[config.mk]
export PLATFORM = sky130hd
export DESIGN_NAME = ship_board_ctl
export DESIGN_NICKNAME = d
export VERILOG_FILES = /design/src/rtl/game_pkg.sv /design/src/rtl/ship_board_ctl_board_ram.sv /design/src/rtl/ship_board_ctl.sv
export SDC_FILE = /design/constraint.sdc
export NUM_CORES = 1
export LEC_CHECK = 0
export CAP_MARGIN = 20
export CORE_MARGIN = 4
export CORE_UTILIZATION = 30
export CTS_BUF_LIST = sky130_fd_sc_hd__clkbuf_2
export DETAILED_ROUTE_END_ITERATION = 8
export SLEW_MARGIN = 20
export SYNTH_ARGS = -nofsm -noshare
export SYNTH_HDL_FRONTEND = slang
export SYNTH_HIERARCHICAL = 1
export SYNTH_SLANG_ARGS = --single-unit
[constraint.sdc]
create_clock -name clk -period 9.2 [get_ports clk]
set_input_delay 2.76 -clock clk [delete_from_list [all_inputs] [get_ports clk]]
set_output_delay 2.76 -clock clk [all_outputs]
set_load 0.01 [all_outputs]
[src/rtl/game_pkg.sv]
// Shared board types: cell codes, packed {row,col} position, default board/fleet sizes.
// Pure declarations; no latency or flow control of its own.
package game_pkg;

  typedef enum logic [1:0] {
    EMPTY = 2'd0,
    SHIP  = 2'd1,
    HIT   = 2'd2,
    MISS  = 2'd3
  } cell_t;

  localparam int GRID_DEF  = 10;
  localparam int SHIPS_DEF = 10;

  typedef struct packed {
    logic [3:0] row;
    logic [3:0] col;
  } pos_t;

  function automatic logic on_board(pos_t p, logic [3:0] grid);
    return (p.row < grid) && (p.col < grid);
  endfunction

endpackage

[src/rtl/ship_board_ctl_board_ram.sv]
// GRIDxGRID cell store: one sync write port, two comb read ports, off-board reads give EMPTY.
// Write visible the cycle after we; no backpressure, writes to off-board cells are dropped.
module board_ram
  import game_pkg::*;
#(
  parameter int GRID = GRID_DEF
) (
  input  logic  clk,
  input  logic  rst,
  input  logic  clr,
  input  logic  we,
  input  pos_t  wr_pos,
  input  cell_t wr_dat,
  input  pos_t  rd_a_pos,
  output cell_t rd_a_cell,
  input  pos_t  rd_b_pos,
  output cell_t rd_b_cell
);

  localparam int AW = $clog2(GRID * GRID);

  cell_t cells [GRID*GRID];

  function automatic logic [AW-1:0] idx(pos_t p);
    return AW'(int'(p.row) * GRID + int'(p.col));
  endfunction

  always_ff @(posedge clk or posedge rst) begin
    if (rst) begin
      for (int i = 0; i < GRID * GRID; i++) cells[i] <= EMPTY;
    end else if (clr) begin
      for (int i = 0; i < GRID * GRID; i++) cells[i] <= EMPTY;
    end else if (we && on_board(wr_pos, 4'(GRID))) begin
      cells[idx(wr_pos)] <= wr_dat;
    end
  end

  assign rd_a_cell = on_board(rd_a_pos, 4'(GRID)) ? cells[idx(rd_a_pos)] : EMPTY;
  assign rd_b_cell = on_board(rd_b_pos, 4'(GRID)) ? cells[idx(rd_b_pos)] : EMPTY;

endmodule

[src/rtl/ship_board_ctl.sv]
// Own-fleet board: click placement with legality check (ADJ_CHECK_EN adds a 9-cycle neighbour scan), shot answers, counters.
// Click->counts 3 cycles (11 with ADJ_CHECK_EN); shot ack one cycle after accept, shots stall while pick_ship=1.
module ship_board_ctl
  import game_pkg::*;
#(
  parameter int GRID  = GRID_DEF,
  parameter int SHIPS = SHIPS_DEF,
  parameter int CNT_W = 4
) (
  input  logic             clk,
  input  logic             rst,
  input  logic             mouse_left,
  input  logic [7:0]       cell_pos,
  input  logic             pick_ship,
  input  logic             clear_board,
  input  logic             in_shot_valid,
  input  logic [7:0]       in_shot_pos,
  output logic             in_shot_ack,
  output logic             in_shot_hit,
  output logic             place_err,
  output logic [CNT_W-1:0] ship_count,
  output logic             all_placed,
  output logic [CNT_W-1:0] ships_left,
  output logic             fleet_sunk,
  input  logic [7:0]       rd_pos,
  output logic [1:0]       rd_cell
);

  typedef enum logic [1:0] {S_IDLE, S_CHECK, S_WRITE, S_SHOT} state_t;

  state_t state;
  logic   mouse_q;
  pos_t   pos_q;
  pos_t   chk_pos;
  logic   chk_last;
  logic   chk_bad;
  cell_t  rd_a_cell;
  cell_t  rd_b_cell;
  cell_t  wr_dat;
  logic   ram_we;
  logic   click;
  logic   clr_req;

  assign click   = mouse_left && !mouse_q;
  assign clr_req = (state == S_IDLE) && clear_board;

`ifdef ADJ_CHECK_EN
  logic [3:0] nb_cnt;
  logic       adj_bad;
  logic [3:0] row_off;
  logic [3:0] col_off;
  logic       cell_bad;

  // Offsets are 4-bit two's complement; stepping off row/col 0 wraps to 15, which reads as EMPTY.
  always_comb begin
    row_off = 4'hF;
    col_off = 4'hF;
    if (nb_cnt >= 4'd6)      row_off = 4'd1;
    else if (nb_cnt >= 4'd3) row_off = 4'd0;
    case (nb_cnt)
      4'd1, 4'd4, 4'd7: col_off = 4'd0;
      4'd2, 4'd5, 4'd8: col_off = 4'd1;
      default:          col_off = 4'hF;
    endcase
  end

  assign chk_pos  = '{row: pos_q.row + row_off, col: pos_q.col + col_off};
  assign chk_last = (nb_cnt == 4'd8);
  assign cell_bad = (rd_a_cell == SHIP) || ((nb_cnt == 4'd4) && (rd_a_cell != EMPTY));
  assign chk_bad  = adj_bad || cell_bad || !on_board(pos_q, 4'(GRID));
`else
  assign chk_pos  = pos_q;
  assign chk_last = 1'b1;
  assign chk_bad  = !on_board(pos_q, 4'(GRID)) || (rd_a_cell != EMPTY);
`endif

  assign place_err   = (state == S_CHECK) && chk_last && chk_bad;
  assign in_shot_ack = (state == S_SHOT);
  assign in_shot_hit = (state == S_SHOT) && (rd_a_cell == SHIP);
  assign ram_we      = (state == S_WRITE) ||
                       ((state == S_SHOT) && ((rd_a_cell == SHIP) || (rd_a_cell == EMPTY)));
  assign wr_dat      = (state == S_WRITE) ? SHIP : ((rd_a_cell == SHIP) ? HIT : MISS);
  assign all_placed  = (ship_count == CNT_W'(SHIPS));
  assign fleet_sunk  = all_placed && (ships_left == '0);
  assign rd_cell     = rd_b_cell;

  board_ram #(.GRID(GRID)) u_ram (
    .clk       (clk),
    .rst       (rst),
    .clr       (clr_req),
    .we        (ram_we),
    .wr_pos    (pos_q),
    .wr_dat    (wr_dat),
    .rd_a_pos  ((state == S_SHOT) ? pos_q : chk_pos),
    .rd_a_cell (rd_a_cell),
    .rd_b_pos  (pos_t'(rd_pos)),
    .rd_b_cell (rd_b_cell)
  );

  always_ff @(posedge clk or posedge rst) begin
    if (rst) begin
      state      <= S_IDLE;
      mouse_q    <= 1'b0;
      pos_q      <= '0;
      ship_count <= '0;
      ships_left <= '0;
`ifdef ADJ_CHECK_EN
      nb_cnt     <= '0;
      adj_bad    <= 1'b0;
`endif
    end else begin
      mouse_q <= mouse_left;
      case (state)
        S_IDLE: begin
          if (clear_board) begin
            ship_count <= '0;
            ships_left <= '0;
          end else if (click && pick_ship && !all_placed) begin
            pos_q <= pos_t'(cell_pos);
            state <= S_CHECK;
          end else if (in_shot_valid && !pick_ship) begin
            pos_q <= pos_t'(in_shot_pos);
            state <= S_SHOT;
          end
        end
        S_CHECK: begin
          if (chk_last) state <= chk_bad ? S_IDLE : S_WRITE;
`ifdef ADJ_CHECK_EN
          nb_cnt  <= chk_last ? 4'd0 : nb_cnt + 4'd1;
          adj_bad <= chk_last ? 1'b0 : (adj_bad || cell_bad);
`endif
        end
        S_WRITE: begin
          if (!all_placed) begin
            ship_count <= ship_count + 1'b1;
            ships_left <= ships_left + 1'b1;
          end
          state <= S_IDLE;
        end
        S_SHOT: begin
          if (in_shot_hit && (ships_left != '0)) ships_left <= ships_left - 1'b1;
          state <= S_IDLE;
        end
        default: state <= S_IDLE;
      endcase
    end
  end

endmodule
### Word-level counts from Yosys, hierarchy flattened

Cells that the tools add are included.

| storage, ports and cells | value |
|---|---|
| memories kept | 0 |
| bits in read-only memories | 0 |
| input port bits | 30 |
| bits in writable memories | 0 |
| register bits after elaboration | 219 |
| word-level logic and storage cells | 196 |
| output and inout port bits | 15 |
| latch bits | 0 |

| cells by class | value |
|---|---|
| multiplexer cells | 28 |
| equality and inequality tests | 10 |
| magnitude comparators | 7 |
| bitwise logic cells | 3 |
| multiply operators | 2 |
| divide/modulo/power cells | 0 |
| add/subtract/negate cells | 5 |
| reduce and logical (&&, ||, !) cells | 35 |
| shifts and indexed selects | 0 |

Operators by type and width:

| operator | count |
|---|---|
| 200-bit 2-to-1 mux | 2 |
| 200-bit bitwise mux | 1 |
| 2-bit binary-select mux with 7-bit select | 2 |
| 2-bit 2-to-1 mux | 12 |
| 8-bit greater-or-equal comparator, second input constant | 2 |
| 4-bit less-than comparator, second input constant | 4 |
| 4-bit 2-to-1 mux | 4 |
| 8-bit 2-to-1 mux | 2 |
| 7-bit inverter with 8-bit output | 2 |
| 7-bit by 5-bit adder with 7-bit output | 2 |
| 2-bit demux with 7-bit select | 1 |
| 1-bit logical AND | 14 |
| 4-bit by 3-bit multiplier with 6-bit output, second input constant | 2 |
| 4-bit case mux with 3 select lines | 1 |
| 4-bit by 1-bit adder with 4-bit output, second input constant | 2 |
| 8-bit by 1-bit less-than comparator with 1-bit output, second input constant | 1 |
| 4-bit case mux with 2 select lines | 1 |
| 2-bit nonzero test | 4 |
| 2-bit != test, second input constant | 3 |
| 2-bit case mux with 3 select lines | 1 |
| 3-bit AND reduction | 2 |
| 2-bit by 1-bit equality test with 1-bit output, second input constant | 2 |
| 2-bit equality test, second input constant | 2 |
| 4-bit equality test, second input constant | 1 |
| 14 further kinds | 20 |

### Depth between registers and ports, before layout

| depth | value |
|---|---|
| depth after elaboration | 14 |
| depth in mapped cells | 18 |
| mapped depth without buffers | 16 |

### Hierarchy

Netlist, hierarchy kept.

Modules (own cells, without submodules):

| module | area each (µm²) | seq. area each (µm²) | times used | cells each |
|---|---|---|---|---|
| board_ram | 12759.7 | 5004.8 | 1 | 1215 |
| ship_board_ctl | 1124.8 | 475.5 | 1 | 105 |

### Least setup slack after synthesis

No wires, ideal clock.

| path | value |
|---|---|
| kind | input to output |
| start | input port rd_pos[4] |
| end | output port rd_cell[0] |
| arrival | 4880 ps |
| path buffers | 0 |
| stages | 7 |
| setup slack | 1560 ps |
| required time | 6440 ps |
| cell sequence | ha_1 > ha_1 > xnor2_1 > mux4_2 > mux2_2 > nand3_1 > nand3_1 |

| on the way | value |
|---|---|
| word-level cells in the longest chain between the ends | 7 |
| elaborated cells between the ends (all ways) | 9 |
| classes of those cells | add/sub: 1; mul: 1; order compare: 1; mux: 4; bitwise: 1; reduce/logical: 1 |

Ends and longest elaborated chain:

| element | RTL line | source |
|---|---|---|
| start: declaration | ship_board_ctl.sv:25 | `input logic [7:0] rd_pos,` |
| 4-bit by 3-bit multiplier with 6-bit output | ship_board_ctl_board_ram.sv:25 | `return AW'(int'(p.row) * GRID + int'(p.col));` |
| 7-bit by 5-bit adder with 7-bit output | ship_board_ctl_board_ram.sv:25 |  |
| 7-bit inverter with 8-bit output (not written as such) | ship_board_ctl_board_ram.sv:39 | `assign rd_b_cell = on_board(rd_b_pos, 4'(GRID)) ? cells[idx(rd_b_pos)] : EMPTY;` |
| 2-bit binary-select mux with 7-bit select | ship_board_ctl_board_ram.sv:39 |  |
| 2-bit 2-to-1 mux (not written as such) (2 in a row) | ship_board_ctl_board_ram.sv:39 |  |
| 2-bit 2-to-1 mux (*) | ship_board_ctl_board_ram.sv:39 |  |
| end: declaration | ship_board_ctl.sv:26 | `output logic [1:0] rd_cell` |

Mark *: on every way between the ends. The rest lies on a longest branch, timed or not. The select of a mux whose other input is x is not followed.

### Worst setup path after layout

| path | value |
|---|---|
| start | input port rd_pos[5] |
| end | output port rd_cell[1] |

Same word-level chain as after synthesis.

==> results_dict.tcl <==
set metrics [dict create \
    status "finished clean" \
    slew_viol_final 0 \
    grt_max_degree 185 \
    initial_core_util_pct 30.46 \
    fin_nets 1422 \
    num_antenna_cells 0 \
    vias 11010 \
    setup_ws_ns 0.2623 \
    grt_pass1_vias 11080 \
    port_buffers 44 \
    synth_cell_types 67 \
    power.total_mw 4.035 \
    ff2ff_setup_slack_ns 3.67 \
    syn_area_per_cell_um2 10.52 \
    max_cap_violations 0 \
    hpwl_um 25780 \
    synthArstFlopShare_pct 100.0 \
    tns_ns 0 \
    viasPerCell 5.474 \
    fp.dieH_um 223.1 \
    cts_buffers 61 \
    clkTransAtPathRegs_ns 0.09 \
    vdd_drop_max_mv 0.2593 \
    wl_per_cell_um 20.16 \
    p_leak_nw 7.507 \
    drc_errors 0 \
    syn-num-nets 1378 \
    netlist_instances 1320 \
    tritoncts_num_sinks 219 \
    min_period_ns 8.938 \
    cts_root_buf "clkbuf_2" \
    antenna_found_initial 0 \
    synth-edff-count 0 \
    relSlewSlack_pct 27.15 \
    critical_path_class "primary input to output pin" \
    htree_num_levels 2 \
    synth_top_area_share_pct 39.47 \
    ant_nets 0 \
    cp.required_ns 6.44 \
    dp_cells 1901 \
    cts_resized 0 \
    cts_tree "yes" \
    yosysTopAreaCell "dfrtp_1" \
    setup_viol 0 \
    clk_path_buf_depth 3 \
    globalRouteTotalUtil_pct 15.89 \
    insertion_delay_ns 0.95 \
    io_pins 45 \
    yosysWarnings 6 \
    coreArea_um2 45580 \
    synth_ff_type "dfrtp_1" \
    synth_area_leaders "dfrtp_1 39%, mux4_2 17%, mux2i_1 13%" \
    drt_iter0_markers 1133 \
    pre_cts_slack_ns 0.2804 \
    syn_to_final_growth_pct 12.39 \
    fin_cells 2011 \
    path_max_fanout 4 \
    gr-total-overflow 0 \
    skew_ns 0.06714 \
    synth-seq-cells 219 \
    max_clock_freq_mhz 111.9 \
    fin_crit_sh_pct 97.15 \
    cp.arrival_ns 6.18 \
    gp_congestion 0.9113 \
    slowest_stage "clkdlybuf4s50_1" \
    yosys-top-cells-count "219 x dfrtp_1, 183 x nand2_1, 176 x mux2i_1, 176 x nor2_1, 103 x mux4_2" \
    synth.cell_area_um2 13880 \
    rsz0062_at_grt "no" \
    p_per_area_nw_per_um2 258.6 \
    worst_slew_pin_slew_ns 1.089 \
    cts_setup_buffers 0 \
    grt_pass1_wl_um 63920 \
    fin_hold_ws_ns 0.5446 \
    rows 78 \
    seq_area_frac_synth_pct 39.47 \
    first_pass_iters 6 \
    die_area_um2 49790 \
    die_w_um 223.1 \
    hold_viol_final 0 \
    fillers 4599 \
    crit_chain "clkdlybuf4s50_1, ha_1, ha_1, inv_1, fa_1, nand2b_1, a21oi_1, xnor2_1, nor2b_1, buf_4, nand2_1, nand4b_1, o211ai_1, clkdlybuf4s50_1" \
    drive_gt1_share_pct 19.77 \
    slowest_delay_ns 0.62 \
    wirelength_um 40530 \
    synth_most_common_cell "dfrtp_1" \
    cts_hold_buf 0 \
    end_kind "output pin" \
    cp-start-kind "primary input" \
    min_path_type "flop to flop" \
]
[flip-flops by register name, indices dropped and copies added, names as in the netlist]
signal and cells:
chk_pos 8, state 2, ship_count 4, ships_left 4, mouse_q 1, u_ram/cells 200
[per-stage QoR]
step / util (%) / instance area (um^2)
2_1_floorplan: - / 13880
3_3_place_gp: 32.97 / 15020
3_5_place_dp: 32.97 / 15020
4_1_cts: 34.19 / 15580
5_1_grt: 34.24 / 15610
6_report: 34.24 / 15610
[path summary, 6_finish.rpt]
path,from,to,cells past startpoint
worst max-delay path,rd_pos[5],rd_cell[1],14
worst min-delay path,u_ram/cells[98]$_DFFE_PP0P_,u_ram/cells[98]$_DFFE_PP0P_,2
worst max register to register,chk_pos[4]$_DFFE_PP0P_,u_ram/cells[94]$_DFFE_PP0P_,15
worst min register to register,u_ram/cells[98]$_DFFE_PP0P_,u_ram/cells[98]$_DFFE_PP0P_,2
max in group asynchronous,rst,u_ram/cells[42]$_DFFE_PP0P_,3
min in group asynchronous,rst,u_ram/cells[2]$_DFFE_PP0P_,2
[critical path: cells and delay by family]
| family | cells | cell delay (ns) |
|---|---|---|
| AO/OA/AOI/OAI | 2 | 0.38 |
| XOR/XNOR | 1 | 0.17 |
| adder cells (fa/ha/maj) | 3 | 0.99 |
| buffers and inverters | 4 | 1.31 |
| AND/OR/NAND/NOR | 4 | 0.58 |
[cell usage in the layout, fill, tap and decap left out, drive strengths merged, types with 10 or more instances in the layout]
master and instances:
nor3 13, clkbuf 84, clkdlybuf4s50 43, inv 30, ha 22, dfrtp 219, a31oi 10, buf 35
mux4 103, o21ai 24, mux2i 176, a21oi 63, mux2 17, nand2 183, clkinv 26, nor2 179
nand3 78
[area by class of cell]
cell class / instances / area (um^2) / area share (%)
flip-flops and latches: 219 / 5482 / 35.13
well taps: 600 / 750.7 / 4.811
inverters: 31 / 128.9 / 0.8259
clock buffers: 84 / 420.4 / 2.694
repair buffers: 78 / 743.2 / 4.763
multi-input cells: 973 / 7944 / 50.91
clock inverters: 26 / 136.4 / 0.8740
[cell families (layout without fill, tap and decap cells)]
| group | count (synthesis) | count (layout) | share of synthesized area [%] |
|---|---|---|---|
| buffers and inverters | 128 | 219 | 3.983 |
| DFF | 219 | 219 | 39.47 |
| muxes | 296 | 296 | 30.77 |
| AOI/OAI and AO/OA | 133 | 133 | 5.858 |
| adders and majority gates | 28 | 28 | 2.848 |
| and+or+nand+nor | 498 | 498 | 15.77 |
| xor gates and xnor gates | 18 | 18 | 1.298 |
[layer usage]
layer  part of all wire [%]  vias to the layer above  GRT usage [%]  wire (um)
met3                    8.6                       99          3.566       3481
met2                     47                      495          24.94      18930
li1                       -                     4880              -          -
met1                     42                     5535          21.90      16990
met4                    2.8                        0          5.230       1131
met5                      0                        -              0          0
[power breakdown]
part | internal [mW] | switching [mW]
Combinational | 0.687 | 1.56
Sequential | 0.997 | 0.0733
Clock | 0.280 | 0.439
No activity file was read; power rests on OpenSTA's default activity.
